--- src/rtl/control_sequencer.sv ---
// Hardwired fetch/execute control FSM that drives the register select-and-encode
// strobes and the datapath register, ALU and memory strobes from the IR opcode.
module control_sequencer #(
    parameter int unsigned OPW  = 5,
    parameter int unsigned ALUW = 5
) (
    input  logic            clock,
    input  logic            reset,
    input  logic [31:0]     IR,
    input  logic            CON_FF,
    input  logic            mem_done,
    input  logic            stop,
    output logic            Gra,
    output logic            Grb,
    output logic            Grc,
    output logic            Rin,
    output logic            Rout,
    output logic            BAout,
    output logic            Cout,
    output logic            PCout,
    output logic            PCin,
    output logic            IncPC,
    output logic            MARin,
    output logic            MDRin,
    output logic            MDRout,
    output logic            Read,
    output logic            Write,
    output logic            IRin,
    output logic            Yin,
    output logic            Zin,
    output logic            Zlowout,
    output logic            CONin,
    output logic [ALUW-1:0] alu_op,
    output logic            run,
    output logic            illegal,
    output logic [3:0]      step
);

    localparam int unsigned IRW = 32;

    localparam logic [OPW-1:0] OP_LD   = OPW'(0);
    localparam logic [OPW-1:0] OP_LDI  = OPW'(1);
    localparam logic [OPW-1:0] OP_ST   = OPW'(2);
    localparam logic [OPW-1:0] OP_ADD  = OPW'(3);
    localparam logic [OPW-1:0] OP_ROL  = OPW'(11);
    localparam logic [OPW-1:0] OP_ADDI = OPW'(12);
    localparam logic [OPW-1:0] OP_ANDI = OPW'(13);
    localparam logic [OPW-1:0] OP_ORI  = OPW'(14);
    localparam logic [OPW-1:0] OP_BR   = OPW'(19);
    localparam logic [OPW-1:0] OP_NOP  = OPW'(26);
    localparam logic [OPW-1:0] OP_HALT = OPW'(27);

    localparam logic [ALUW-1:0] ALU_ADD = ALUW'(3);
    localparam logic [ALUW-1:0] ALU_AND = ALUW'(5);
    localparam logic [ALUW-1:0] ALU_OR  = ALUW'(6);

    typedef enum logic [3:0] {
        T0   = 4'd0,
        T1   = 4'd1,
        T2   = 4'd2,
        T3   = 4'd3,
        T4   = 4'd4,
        T5   = 4'd5,
        T6   = 4'd6,
        T7   = 4'd7,
        HALT = 4'd15
    } state_t;

    state_t          state;
    state_t          state_next;
    state_t          end_state;
    logic            held;
    logic [OPW-1:0]  opcode;
    logic            is_ld, is_ldi, is_st, is_rr, is_imm, is_br, is_nop, is_halt, is_ill;
    logic [ALUW-1:0] imm_alu;
    logic            unused_ir_bits;

    assign opcode         = IR[IRW-1 -: OPW];
    assign unused_ir_bits = ^IR[IRW-OPW-1:0];
    assign step           = state;
    assign run            = reset | (state != HALT);

    // Instruction class decode
    always_comb begin
        is_ld   = 1'b0;
        is_ldi  = 1'b0;
        is_st   = 1'b0;
        is_rr   = 1'b0;
        is_imm  = 1'b0;
        is_br   = 1'b0;
        is_nop  = 1'b0;
        is_halt = 1'b0;
        is_ill  = 1'b0;
        imm_alu = ALU_ADD;
        case (opcode)
            OP_LD:   is_ld   = 1'b1;
            OP_LDI:  is_ldi  = 1'b1;
            OP_ST:   is_st   = 1'b1;
            OP_ADDI: is_imm  = 1'b1;
            OP_ANDI: begin is_imm = 1'b1; imm_alu = ALU_AND; end
            OP_ORI:  begin is_imm = 1'b1; imm_alu = ALU_OR;  end
            OP_BR:   is_br   = 1'b1;
            OP_NOP:  is_nop  = 1'b1;
            OP_HALT: is_halt = 1'b1;
            default: begin
                if (opcode >= OP_ADD && opcode <= OP_ROL) begin
                    is_rr = 1'b1;
                end else begin
                    is_ill = 1'b1;
                end
            end
        endcase
    end

    // held marks a cycle that repeats the previous state (wait-state dwell)
    always_ff @(posedge clock) begin
        if (reset) begin
            state <= T0;
            held  <= 1'b0;
        end else begin
            state <= state_next;
            held  <= (state_next == state);
        end
    end

    always_comb begin
        state_next = state;
        end_state  = stop ? HALT : T0;
        case (state)
            T0: state_next = T1;
            T1: if (mem_done) state_next = T2;
            T2: state_next = T3;
            T3: begin
                if (is_halt) begin
                    state_next = HALT;
                end else if (is_nop || is_ill) begin
                    state_next = end_state;
                end else begin
                    state_next = T4;
                end
            end
            T4: state_next = T5;
            T5: begin
                if (is_rr || is_imm || is_ldi) begin
                    state_next = end_state;
                end else begin
                    state_next = T6;
                end
            end
            T6: begin
                if (is_ld) begin
                    if (mem_done) state_next = T7;
                end else if (is_st) begin
                    state_next = T7;
                end else begin
                    state_next = end_state;
                end
            end
            T7: begin
                if (is_ld || mem_done) state_next = end_state;
            end
            HALT: state_next = HALT;
            default: state_next = T0;
        endcase
    end

    // Strobe decode; everything is held low while reset is asserted
    always_comb begin
        {Gra, Grb, Grc, Rin, Rout, BAout, Cout} = '0;
        {PCout, PCin, IncPC, MARin, MDRin, MDRout, Read, Write} = '0;
        {IRin, Yin, Zin, Zlowout, CONin} = '0;
        alu_op  = '0;
        illegal = 1'b0;
        if (!reset) begin
            case (state)
                T0: begin
                    PCout = 1'b1; MARin = 1'b1; IncPC = 1'b1; Zin = 1'b1;
                end
                T1: begin
                    Zlowout = 1'b1; PCin = ~held; Read = 1'b1; MDRin = 1'b1;
                end
                T2: begin
                    MDRout = 1'b1; IRin = 1'b1;
                end
                T3: begin
                    illegal = is_ill;
                    if (is_ld || is_ldi || is_st) begin
                        Grb = 1'b1; BAout = 1'b1; Yin = 1'b1;
                    end else if (is_rr || is_imm) begin
                        Grb = 1'b1; Rout = 1'b1; Yin = 1'b1;
                    end else if (is_br) begin
                        Gra = 1'b1; Rout = 1'b1; CONin = 1'b1;
                    end
                end
                T4: begin
                    if (is_rr) begin
                        Grc = 1'b1; Rout = 1'b1; alu_op = ALUW'(opcode); Zin = 1'b1;
                    end else if (is_imm) begin
                        Cout = 1'b1; alu_op = imm_alu; Zin = 1'b1;
                    end else if (is_ld || is_ldi || is_st) begin
                        Cout = 1'b1; alu_op = ALU_ADD; Zin = 1'b1;
                    end else if (is_br) begin
                        PCout = 1'b1; Yin = 1'b1;
                    end
                end
                T5: begin
                    if (is_rr || is_imm || is_ldi) begin
                        Zlowout = 1'b1; Gra = 1'b1; Rin = 1'b1;
                    end else if (is_ld || is_st) begin
                        Zlowout = 1'b1; MARin = 1'b1;
                    end else if (is_br) begin
                        Cout = 1'b1; alu_op = ALU_ADD; Zin = 1'b1;
                    end
                end
                T6: begin
                    if (is_ld) begin
                        Read = 1'b1; MDRin = 1'b1;
                    end else if (is_st) begin
                        Gra = 1'b1; Rout = 1'b1; MDRin = 1'b1;
                    end else if (is_br) begin
                        Zlowout = 1'b1; PCin = CON_FF;
                    end
                end
                T7: begin
                    if (is_ld) begin
                        MDRout = 1'b1; Gra = 1'b1; Rin = 1'b1;
                    end else if (is_st) begin
                        MDRout = 1'b1; Write = 1'b1;
                    end
                end
                default: ;
            endcase
        end
    end

endmodule

--- config.mk ---
export PLATFORM = sky130hd
export DESIGN_NAME = control_sequencer
export DESIGN_NICKNAME = d
export VERILOG_FILES = /design/src/rtl/control_sequencer.sv
export SDC_FILE = /design/constraint.sdc
export NUM_CORES = 1
export LEC_CHECK = 0
export ABC_AREA = 0
export BUFFER_PORTS_ARGS = -buffer_cell sky130_fd_sc_hd__buf_2
export CORE_MARGIN = 4
export CORE_UTILIZATION = 42
export CTS_BUF_LIST = sky130_fd_sc_hd__clkbuf_16
export DETAILED_ROUTE_END_ITERATION = 10
export PLACE_DENSITY = 0.8
export SETUP_SLACK_MARGIN = 0.3
export SYNTH_ARGS = -nofsm -noshare
export SYNTH_HDL_FRONTEND = slang
export SYNTH_SLANG_ARGS = --single-unit
export TNS_END_PERCENT = 5
--- constraint.sdc ---
create_clock -name clock -period 2.1 [get_ports clock]
set_input_delay 0.105 -clock clock [delete_from_list [all_inputs] [get_ports clock]]
set_output_delay 0.105 -clock clock [all_outputs]
set_load 0.02 [all_outputs]
After elaboration in Yosys (flattened, before gate mapping) --
Index checks and enable logic that the tools add are counted.
Word-level totals: bits in registers 5, input bits 37, logic and storage cells 138
Cells by class: $lt $le $gt $ge 2, equality and inequality tests 18, muxes and demuxes 102, bitwise logic cells 2, reduce and logical (&&, ||, !) cells 12
Operators with widths (number):
- $mux W1 | 70
- $mux W4 | 9
- $pmux W4 S9 | 1
- $pmux W1 S2 | 9
- $eq A4 B3 Y1 const B | 4
- $eq A5 B4 Y1 const B | 3
- $eq A5 B5 Y1 const B | 3
- $mux W5 | 3
- $pmux W5 S2 | 1
- $pmux W1 S3 | 3
- $reduce_or A9 Y1 | 1
- $eq A4 B2 Y1 const B | 2
- $mux W2 | 4
- $logic_or A1 B1 Y1 | 7
- $pmux W3 S2 | 1
- $eq A5 B1 Y1 const B | 1
- $eq A5 B2 Y1 const B | 1
- $ge A5 B2 Y1 const B | 1
- $le A5 B4 Y1 const B | 1
- $logic_not A5 Y1 | 1
- $eq A4 B1 Y1 const B | 1
- $eq A4 B4 Y1 | 1
- $eq A4 B4 Y1 const B | 1
- $logic_not A4 Y1 | 1
- other kinds (6) | 6

Depth between registers and ports, before layout --
Gate-level depths: netlist of run 1.
depth after elaboration 9, gate-level depth with buffers 7, depth with buffers taken out 5

Worst setup path before layout of run 1 --
OpenSTA, ideal clock, no wires.
path type reg2out, start register state[0] (netlist: step[0]), end output port Zin, arrival 2.072 ns, data required time 1.995 ns, slack -0.077 ns, cell stages (with the launch flop) 7, buffers on the path 1, cells stage by stage dfxtp_1 > buf_6 > or4b_4 > nor2_4 > a21oi_1 > a2bb2oi_1 > o41ai_1
On the way: cells in the longest elaborated chain, start to end 3, elaborated cells between the ends (all ways) 5, classes of those cells 2 x eq/ne; 2 x mux; 1 x reduce/logical
RTL lines:
- start: declaration | line 69 | state_t state;
- start signal: assignment | line 121 | state <= state_next;
- $eq A4 B3 Y1 / $logic_not A4 Y1 (equally long branches) | line 175 | case (state)
- $pmux W1 S3 * | line 175
- $mux W1 * | line 174 | if (!reset) begin
- end: declaration | line 30 | output logic Zin,
Mark *: on every way between the ends. The rest lies on a longest branch, timed or not.

Final worst setup path of run 1 --
Same ends and word-level chain as after synthesis.

==> results.ini, run 1 <==
[run_status]
status=finished, final reports clean

[logic_synthesis]
yosysTopAreaCell=dfxtp_1
synth-async-reset-ratio=0
ys.flop_type=dfxtp_1
yosysTopAreaCellShare=0.0970
synth_edf_count=0
yosysWarnings=0
netlist_instances=159
synth.area.top_cells=dfxtp_1, nor2_1, a21oi_1
yosys-top-cells-count=nor2_1, nand2_1, a21oi_1, nand3_1, o21ai_0
synth_area_um2=1030
ys_ff_latch=5
syn_area_per_cell_um2=6.49
ys_seq_area_frac=0.0970
synth_cell_types=53
synth.most_common_cell=nor2_1
syn_nets=196

[layout]
fillers=192
drive_above_1_share=0.429
layout.nets=241
n_antenna_cell=0
area_delta_synth_final_pct=45.6
design_area_um2=1500
seqCellArea_um2=113
multi_input_area_um2=896

[detailed_routing]
wl_met2_mm=1.84
wl_mm=3.83
drt_iter0_drc=99
route.detailed.drc=0
vias=1471
wl_met3_um=415
dr.pass1.iters=5
detail-route-antenna-nets=0
met1Wirelength_mm=1.43
routed.top_layer=met4
vias_per_cell=6.37
routedWlPerCell_um=16.6

[global_routing]
grt_usage=0.217
grt_max_degree=20
grt-ovfl-total=0
grt_first_pass_wirelength_mm=5.76
first_global_vias=1298
antenna_found_initial=0

[cts]
clock_latency_ps=230
ctsLongestPathBuffers=2
htree_levels=1
cts_tree=built
cts_buffers=3
cts.sink_count=5
clkTransAtPathRegs_ps=30
cts_root_buffer=clkbuf_16

[power_and_ir_drop]
p_sw_uw=369
powerDensity_nw_per_um2=606
p_leak_nw=0.668
internal-power_uw=542
power_frac_clock=0.348
sequentialPowerShare=0.144
pwr-share-comb=0.507
irDropWorstVdd_uv=524
p_sw_frac=0.405

[floorplan]
die_area_um2=3310
initial_utilization=0.454
fp.dieW_um=57.6
ios=68
fp-row-count=17
die_h_um=57.6
core_region_area_um2=2280

[timing]
hold_viol_final=0
rsz0062_at_grt=true
setup_viol=0
setup_tns_ps=0
fmaxAchievable_ghz=0.489
slew_violations=0
setup_ws_ps=54.3
fin_crit_sh=0.974
fin_worst_skew_ps=2.40
min_period_ps=2050

[worst_setup_path]
worst_setup_path_start_kind=flip-flop
worstPathRequired_ps=2000
crit_arrival_ps=1940
cp_max_fo=3
critical_path_class=flip-flop to output pin
crit_path_end_kind=output pin

[placement]
post-place-ws_ps=174
dpl.hpwl_mm=2.51
gp_congestion=0.873
placed_area_um2=1250
io_buffer_count=39

[run]
maxCapViolations=0

[worst_hold_path]
hp-class=input port to flip-flop

stage by stage:
stage / hold slack [ps] / cells / util / power, mW
2_1_floorplan: 299 / 159 / - / 0.420
3_3_place_gp: 489 / 217 / 0.548 / 0.507
3_5_place_dp: 497 / 217 / 0.548 / 0.520
4_1_cts: 255 / 224 / 0.596 / 0.856
5_1_grt: 278 / 231 / 0.660 / 0.955
6_report: 285 / 231 / 0.660 / 0.910
final cells by class:
type	count	area share
Inverter	5	0.0125
Tap cell	28	0.0233
Timing Repair Buffer	56	0.241
Clock buffer	3	0.0500
Multi-Input combinational cell	133	0.596
Sequential cell	5	0.0749
Clock inverter	1	0.00250
timing repair:
item | in CTS | in global routing
setup buffers | 3 | 7
pin swaps | 1 | 17
endpoints found under the setup margin | 21 | 24
hold buffers | 0 | 0
resized for setup | 6 | 21
gates cloned | 0 | 0
layout by cell type (no fill, tap or decap), drive strengths merged, types with 2 or more instances in the layout:
cell type	synthesis	layout
a22oi	2	2
nor3	9	9
and3	2	2
a21o	2	2
inv	5	6
clkbuf	7	3
o21ai	11	11
nand2b	4	4
or4b	2	2
nand2	15	15
buf	9	56
o211ai	3	3
a31oi	5	5
o22ai	2	2
nand3	12	12
nor4	3	3
o21a	2	2
a21oi	12	12
and2	4	4
nor2	19	19
dfxtp	5	5
worst paths after layout:
kind	slack, ps	endpoint	cells past startpoint	start
setup / recovery	50	Zin	6	step[0]$_SDFF_PP0_
hold / removal	290	step[1]$_SDFF_PP0_	3	mem_done
setup reg to reg	260	held$_SDFF_PP0_	6	step[2]$_SDFF_PP0_
hold reg to reg	780	step[3]$_SDFF_PP0_	3	step[3]$_SDFF_PP0_
power groups by stage:
stage | Clock, mW | Combinational [mW] | Sequential, mW
2_1_floorplan | 0 | 0.283 | 0.137
3_5_place_dp | 0 | 0.374 | 0.146
5_1_grt | 0.329 | 0.492 | 0.134
4_1_cts | 0.318 | 0.403 | 0.134
3_3_place_gp | 0 | 0.361 | 0.146
6_report | 0.317 | 0.462 | 0.131
layer usage:
metal	GRT usage	up-vias
met1	0.270	677
met4	0.136	0
met2	0.340	107
met5	0	-
li1	-	668
met3	0.0385	19
registers in the layout, indices dropped and copies added, names as in the netlist:
register,count
step,4
held,1
critical path: stages, from the launching register on:
cell	delay (ps)
dfxtp_4	340
or4b_4	560
nor2_4	130
a21oi_2	50
a2bb2oi_2	130
o41ai_2	280
buf_2	220
cells by family after synthesis:
logic type	count (synthesis)	synth area share
DFF	5	0.0970
AOI/OAI and AO/OA	48	0.321
xor gates and xnor gates	1	0.00849
muxes	1	0.00970
and+or+nand+nor	82	0.457
buffers and inverters	21	0.103
other	1	0.00363
Power figures use the tool's default switching activity.
==> run 2, diff against run 1 <==
--- a/config.mk
+++ b/config.mk
@@ -7,11 +7,10 @@
 export LEC_CHECK = 0
 export ABC_AREA = 0
 export BUFFER_PORTS_ARGS = -buffer_cell sky130_fd_sc_hd__buf_2
-export CORE_MARGIN = 4
-export CORE_UTILIZATION = 42
+export CORE_UTILIZATION = 38
 export CTS_BUF_LIST = sky130_fd_sc_hd__clkbuf_16
 export DETAILED_ROUTE_END_ITERATION = 10
-export PLACE_DENSITY = 0.8
+export PLACE_DENSITY = 0.76
 export SETUP_SLACK_MARGIN = 0.3
 export SYNTH_ARGS = -nofsm -noshare
 export SYNTH_HDL_FRONTEND = slang
==> constraint.sdc (replaced) <==
create_clock -name clock -period 1.7 [get_ports clock]
set_input_delay 0.085 -clock clock [delete_from_list [all_inputs] [get_ports clock]]
set_output_delay 0.085 -clock clock [all_outputs]
set_load 0.02 [all_outputs]
==> results.ini, run 2 (synthesized netlist as in run 1, its figures left out) <==
[timing]
rsz0062_at_grt=true  ; unchanged
setup_ws_ps=-257  ; was 54.3 ps
fin_crit_sh=1.15
hold_viol_final=0  ; unchanged
slew_violations=0  ; unchanged
setup_viol=16  ; was 0
fin_worst_skew_ps=3.97  ; was 2.40 ps
min_period_ps=1960
fmaxAchievable_ghz=0.511

[floorplan]
die_h_um=54.1  ; was 57.6 µm
fp.dieW_um=54.1  ; was 57.6 µm
core_region_area_um2=2520  ; was 2280 µm²
ios=68  ; unchanged
fp-row-count=18  ; was 17
die_area_um2=2930  ; was 3310 µm²
initial_utilization=0.409  ; was 0.454

[placement]
dpl.hpwl_mm=2.81  ; was 2.51 mm
placedCellCount=248  ; was 217
io_buffer_count=39  ; unchanged
gp_congestion=0.916  ; was 0.873

[layout]
layout.nets=263  ; was 241
utilization=0.686  ; was 0.660
final_cell_mix=buf_4, buf_2, nor2_1, nand2_1, nand3_1  ; was buf_2, buf_4, nor2_1, nand2_1, o21ai_0
largest_reg_flops=4  ; unchanged
n_antenna_cell=0  ; unchanged
fin_cells=255  ; was 231
area_delta_synth_final_pct=67.5  ; was 45.6%
fillers=205  ; was 192
layout_commonest_cell=buf_4  ; was buf_2
multi_input_area_um2=948  ; was 896 µm²
seqCellArea_um2=108  ; was 113 µm²
drive_above_1_share=0.516  ; was 0.429

[detailed_routing]
route.detailed.drc=0  ; unchanged
vias_per_cell=5.85  ; was 6.37
wl_mm=4.13  ; was 3.83 mm
dr.pass1.iters=4  ; was 5
detail-route-antenna-nets=0  ; unchanged
routedWlPerCell_um=16.2  ; was 16.6 µm
drt_iter0_drc=99  ; unchanged
vias=1492  ; was 1471

[global_routing]
grt_max_degree=13  ; was 20
grt_usage=0.267  ; was 0.217
grt_first_pass_wirelength_mm=5.72  ; was 5.76 mm
first_global_vias=1241  ; was 1298
antenna_found_initial=0  ; unchanged
grt-ovfl-total=0  ; unchanged

[worst_setup_path]
reg2reg_from=step[2]$_SDFF_PP0_  ; unchanged
r2r_slack_ps=-50  ; was 260 ps
crit_arrival_ps=1870  ; was 1940 ps
worstPathRequired_ps=1620  ; was 2000 ps
rr_endpoint=held$_SDFF_PP0_  ; unchanged
r2r_cells=7  ; was 6
worst_setup_path_start_kind=flip-flop  ; unchanged
cp_max_fo=6  ; was 3
crit_path_end_kind=output pin  ; unchanged
critical_path_class=flip-flop to output pin  ; unchanged

[power_and_ir_drop]
p_total_mw=1.21  ; was 910 µW
power_frac_clock=0.313  ; was 0.348
internal-power_uw=741  ; was 542 µW
p_sw_uw=471  ; was 369 µW
pwr-share-comb=0.546  ; was 0.507
p_leak_nw=0.793  ; was 0.668 nW
irDropWorstVdd_uv=1140  ; was 524 µV
sequentialPowerShare=0.141  ; was 0.144
powerDensity_nw_per_um2=701  ; was 606 nW/µm²
p_sw_frac=0.389  ; was 0.405

[cts]
clock_latency_ps=230  ; about the same
ctsLongestPathBuffers=2  ; unchanged
clkTransAtPathRegs_ps=30  ; about the same
cts_tree=built  ; unchanged
cts.sink_count=5  ; unchanged
cts_buffers=3  ; unchanged
htree_levels=1  ; unchanged
cts_root_buffer=clkbuf_16  ; unchanged

[worst_hold_path]
hold_depth=3  ; unchanged
hold_start=mem_done  ; unchanged
hp-class=input port to flip-flop  ; unchanged
min_to=step[1]$_SDFF_PP0_  ; unchanged

[run_status]
failed_checks=setup timing
status=finished with violations  ; was finished, final reports clean

[run]
maxCapViolations=0  ; unchanged

==> run 2: changes by cell type in the layout (fill, tap and decap cells not counted), sizes merged <==
| cell | change |
|---|---|
| buf | +22 |
==> run 2: through the flow <==
step	worst slack [ps]	cell area (µm²)	hold WS, ps	setup TNS [ps]
6_report	-257	1730	227	-1730
5_1_grt	-300	1730	257	-3190
4_1_cts	-238	1640	232	-1080
3_5_place_dp	-65.0	1500	458	-162
3_3_place_gp	-39.7	1500	468	-91.4
2_1_floorplan	-97.9	1080	279	-387
==> run 2: how the worst max path moves through the flow <==
| stage | startpoint | endpoint | slack, ps | cells past startpoint |
|---|---|---|---|---|
| after floorplan | step[0]$_SDFF_PP0_ | Zin | -100 | 6 |
| after global placement | step[2]$_SDFF_PP0_ | Zin | -40 | 6 |
| after detailed placement | step[2]$_SDFF_PP0_ | Zin | -60 | 6 |
| after CTS | step[3]$_SDFF_PP0_ | Zin | -240 | 6 |
| after global routing | step[0]$_SDFF_PP0_ | Zin | -300 | 6 |
| final | step[0]$_SDFF_PP0_ | Zin | -260 | 6 |
==> run 2: worst max-delay path: stages, from the launching register on <==
cell,delay [ps]
dfxtp_4,350
or4b_4,560
nor2_4,150
a21oi_2,50
a2bb2oi_2,140
o41ai_4,200
buf_4,190
==> run 2: area by class of cell <==
cell class                      count  share of cell area
Multi-Input combinational cell    133               0.548
Timing Repair Buffer               78               0.311
Sequential cell                     5              0.0622
Clock buffer                        3              0.0434
Tap cell                           30              0.0217
Inverter                            5              0.0109
Clock inverter                      1             0.00217
==> run 2: repair_timing <==
action                     4_1_cts  5_1_grt
hold buffers                     0        0
buffers inserted                 0        3
setup endpoints to repair       31       31
pin swaps                        6        9
resized for setup               24       19
==> run 2: power groups by stage <==
stage | sequential, mW | combinational, mW | clock (mW)
floorplan | 0.169 | 0.369 | 0
global placement | 0.168 | 0.566 | 0
detailed placement | 0.169 | 0.580 | 0
CTS | 0.170 | 0.610 | 0.385
global route | 0.173 | 0.711 | 0.392
finish | 0.171 | 0.661 | 0.379
==> run 2: layer usage <==
layer,GRT usage,vias up,share of wire
met3,0.0452,16,0.084
met5,0,-,0
li1,-,711,-
met1,0.366,693,0.40
met4,0.00855,0,0.022
met2,0.455,72,0.49
==> run 3, diff against run 2 <==
--- a/config.mk
+++ b/config.mk
@@ -8,7 +8,7 @@
 export ABC_AREA = 0
 export BUFFER_PORTS_ARGS = -buffer_cell sky130_fd_sc_hd__buf_2
 export CORE_UTILIZATION = 38
-export CTS_BUF_LIST = sky130_fd_sc_hd__clkbuf_16
+export CTS_BUF_LIST = sky130_fd_sc_hd__clkbuf_8 sky130_fd_sc_hd__clkbuf_16
 export DETAILED_ROUTE_END_ITERATION = 10
 export PLACE_DENSITY = 0.76
 export SETUP_SLACK_MARGIN = 0.3
==> results.ini, run 3 (synthesized netlist as in run 1, its figures left out) <==
[worst_setup_path]
reg2reg_from=step[2]$_SDFF_PP0_  ; unchanged
crit_path_end_kind=output pin  ; unchanged
worstPathRequired_ps=1620  ; about the same
cp_max_fo=6  ; unchanged
rr_endpoint=held$_SDFF_PP0_  ; unchanged
r2r_slack_ps=-50  ; about the same
worst_setup_path_start_kind=flip-flop  ; unchanged
critical_path_class=flip-flop to output pin  ; unchanged
r2r_cells=7  ; unchanged
crit_arrival_ps=1860  ; was 1870 ps

[placement]
gp_congestion=0.916  ; unchanged
dpl.hpwl_mm=2.81  ; unchanged
io_buffer_count=39  ; unchanged

[worst_hold_path]
hold_depth=3  ; unchanged
hold_start=mem_done  ; unchanged
hp-class=input port to flip-flop  ; unchanged
min_to=step[1]$_SDFF_PP0_  ; unchanged

[power_and_ir_drop]
irDropWorstVdd_uv=833  ; was 1140 µV
powerDensity_nw_per_um2=615  ; was 701 nW/µm²
p_leak_nw=0.777  ; was 0.793 nW

[timing]
holdWs_ps=239  ; was 227 ps
setup_viol=16  ; unchanged
setup_ws_ps=-249  ; was -257 ps
min_period_ps=1950  ; was 1960 ps
hold_viol_final=0  ; unchanged
slew_violations=0  ; unchanged
fin_worst_skew_ps=6.98  ; was 3.97 ps
setup_tns_ps=-1670  ; was -1730 ps
fmaxAchievable_ghz=0.513  ; was 0.511 GHz
rsz0062_at_grt=true  ; unchanged
fin_crit_sh=1.15  ; about the same

[layout]
largest_reg_flops=4  ; unchanged
n_antenna_cell=0  ; unchanged
final_cell_mix=buf_4, buf_2, nor2_1, nand2_1, nand3_1  ; unchanged
multi_input_area_um2=948  ; unchanged
fillers=217  ; was 205
seqCellArea_um2=108  ; unchanged
area_delta_synth_final_pct=64.2  ; was 67.5%
utilization=0.672  ; was 0.686
layout_commonest_cell=buf_4  ; unchanged
layout.nets=263  ; unchanged
drive_above_1_share=0.516  ; unchanged

[global_routing]
grt_usage=0.267  ; about the same
antenna_found_initial=0  ; unchanged
grt-ovfl-total=0  ; unchanged
first_global_vias=1236  ; was 1241
grt_first_pass_wirelength_mm=5.68  ; was 5.72 mm
grt_max_degree=13  ; unchanged

[detailed_routing]
routed.top_layer=met4  ; unchanged
vias_per_cell=5.90  ; was 5.85
dr.pass1.iters=4  ; unchanged
detail-route-antenna-nets=0  ; unchanged
vias=1504  ; was 1492
wl_mm=3.97  ; was 4.13 mm
route.detailed.drc=0  ; unchanged
met1Wirelength_mm=1.56  ; was 1.66 mm
wl_met3_um=356  ; was 345 µm
wl_met2_mm=1.99  ; was 2.03 mm
drt_iter0_drc=76  ; was 99
routedWlPerCell_um=15.6  ; was 16.2 µm

[cts]
cts.sink_count=5  ; unchanged
htree_levels=1  ; unchanged
cts_root_buffer=clkbuf_8  ; was clkbuf_16
clock_latency_ps=230  ; about the same
ctsLongestPathBuffers=2  ; unchanged
cts_tree=built  ; unchanged
cts_hold_buf=0  ; unchanged
clkTransAtPathRegs_ps=40  ; was 30 ps
cts_buffers=3  ; unchanged

[floorplan]
initial_utilization=0.409  ; unchanged
ios=68  ; unchanged
fp-row-count=18  ; unchanged
core_region_area_um2=2520  ; unchanged
fp.dieW_um=54.1  ; unchanged
die_area_um2=2930  ; unchanged
die_h_um=54.1  ; unchanged

[run_status]
failed_checks=setup timing  ; unchanged
status=finished with violations  ; unchanged

[run]
maxCapViolations=0  ; unchanged

-- run 3: cell counts in the layout (fill, tap and decap cells not counted) --
No cell type changed its count.
-- run 3: how the worst max path moves through the flow --
stage	from	endpoint	slack, ps	cells past startpoint
2_1_floorplan	step[0]$_SDFF_PP0_	Zin	-100	6
3_3_place_gp	step[2]$_SDFF_PP0_	Zin	-40	6
3_5_place_dp	step[2]$_SDFF_PP0_	Zin	-60	6
4_1_cts	step[3]$_SDFF_PP0_	Zin	-240	6
5_1_grt	step[0]$_SDFF_PP0_	Zin	-300	6
6_report	step[0]$_SDFF_PP0_	Zin	-250	6
-- run 3: critical path, cell delays in order (launching register included) --
cell       delay, ps
dfxtp_4          360
or4b_4           560
nor2_4           150
a21oi_2           50
a2bb2oi_2        140
o41ai_4          190
buf_4            190
-- run 3: metal layers --
| layer | global-route usage | vias up |
|---|---|---|
| li1 | - | 714 |
| met1 | 0.359 | 691 |
| met2 | 0.455 | 89 |
| met3 | 0.0537 | 10 |
| met4 | 0.00855 | 0 |
| met5 | 0 | - |
-- run 3: area by class of cell --
class / instances / area share
inverter: 5 / 0.0111
timing repair buffer: 78 / 0.317
clock inverter: 1 / 0.00221
clock buffer: 3 / 0.0244
multi-input combinational: 133 / 0.559
tap: 30 / 0.0221
sequential: 5 / 0.0635
-- run 3: report_power, final --
| group | internal (mW) | switching, mW | total [mW] | leakage [nW] |
|---|---|---|---|---|
| clock | 0.155 | 0.0626 | 0.218 | 0.0269 |
| sequential | 0.142 | 0.0276 | 0.170 | 0.0430 |
| combinational | 0.294 | 0.362 | 0.655 | 0.707 |
| total | 0.591 | 0.452 | 1.04 | 0.777 |
-- run 3: timing repair --
item / CTS / global route
buffers inserted: 0 / 3
gates cloned: 0 / 0
pin swaps: 5 / 8
setup endpoints to repair: 31 / 31
resized for setup: 24 / 19
-- run 3: through the flow --
stage | std cells | worst slack, ps | power (mW) | area [µm²]
after CTS | 252 | -240 | 1.00 | 1610
after floorplan | 159 | -97.9 | 0.538 | 1080
final | 255 | -249 | 1.04 | 1700
after global placement | 248 | -39.7 | 0.735 | 1500
after global routing | 255 | -305 | 1.12 | 1700
after detailed placement | 248 | -65.0 | 0.749 | 1500
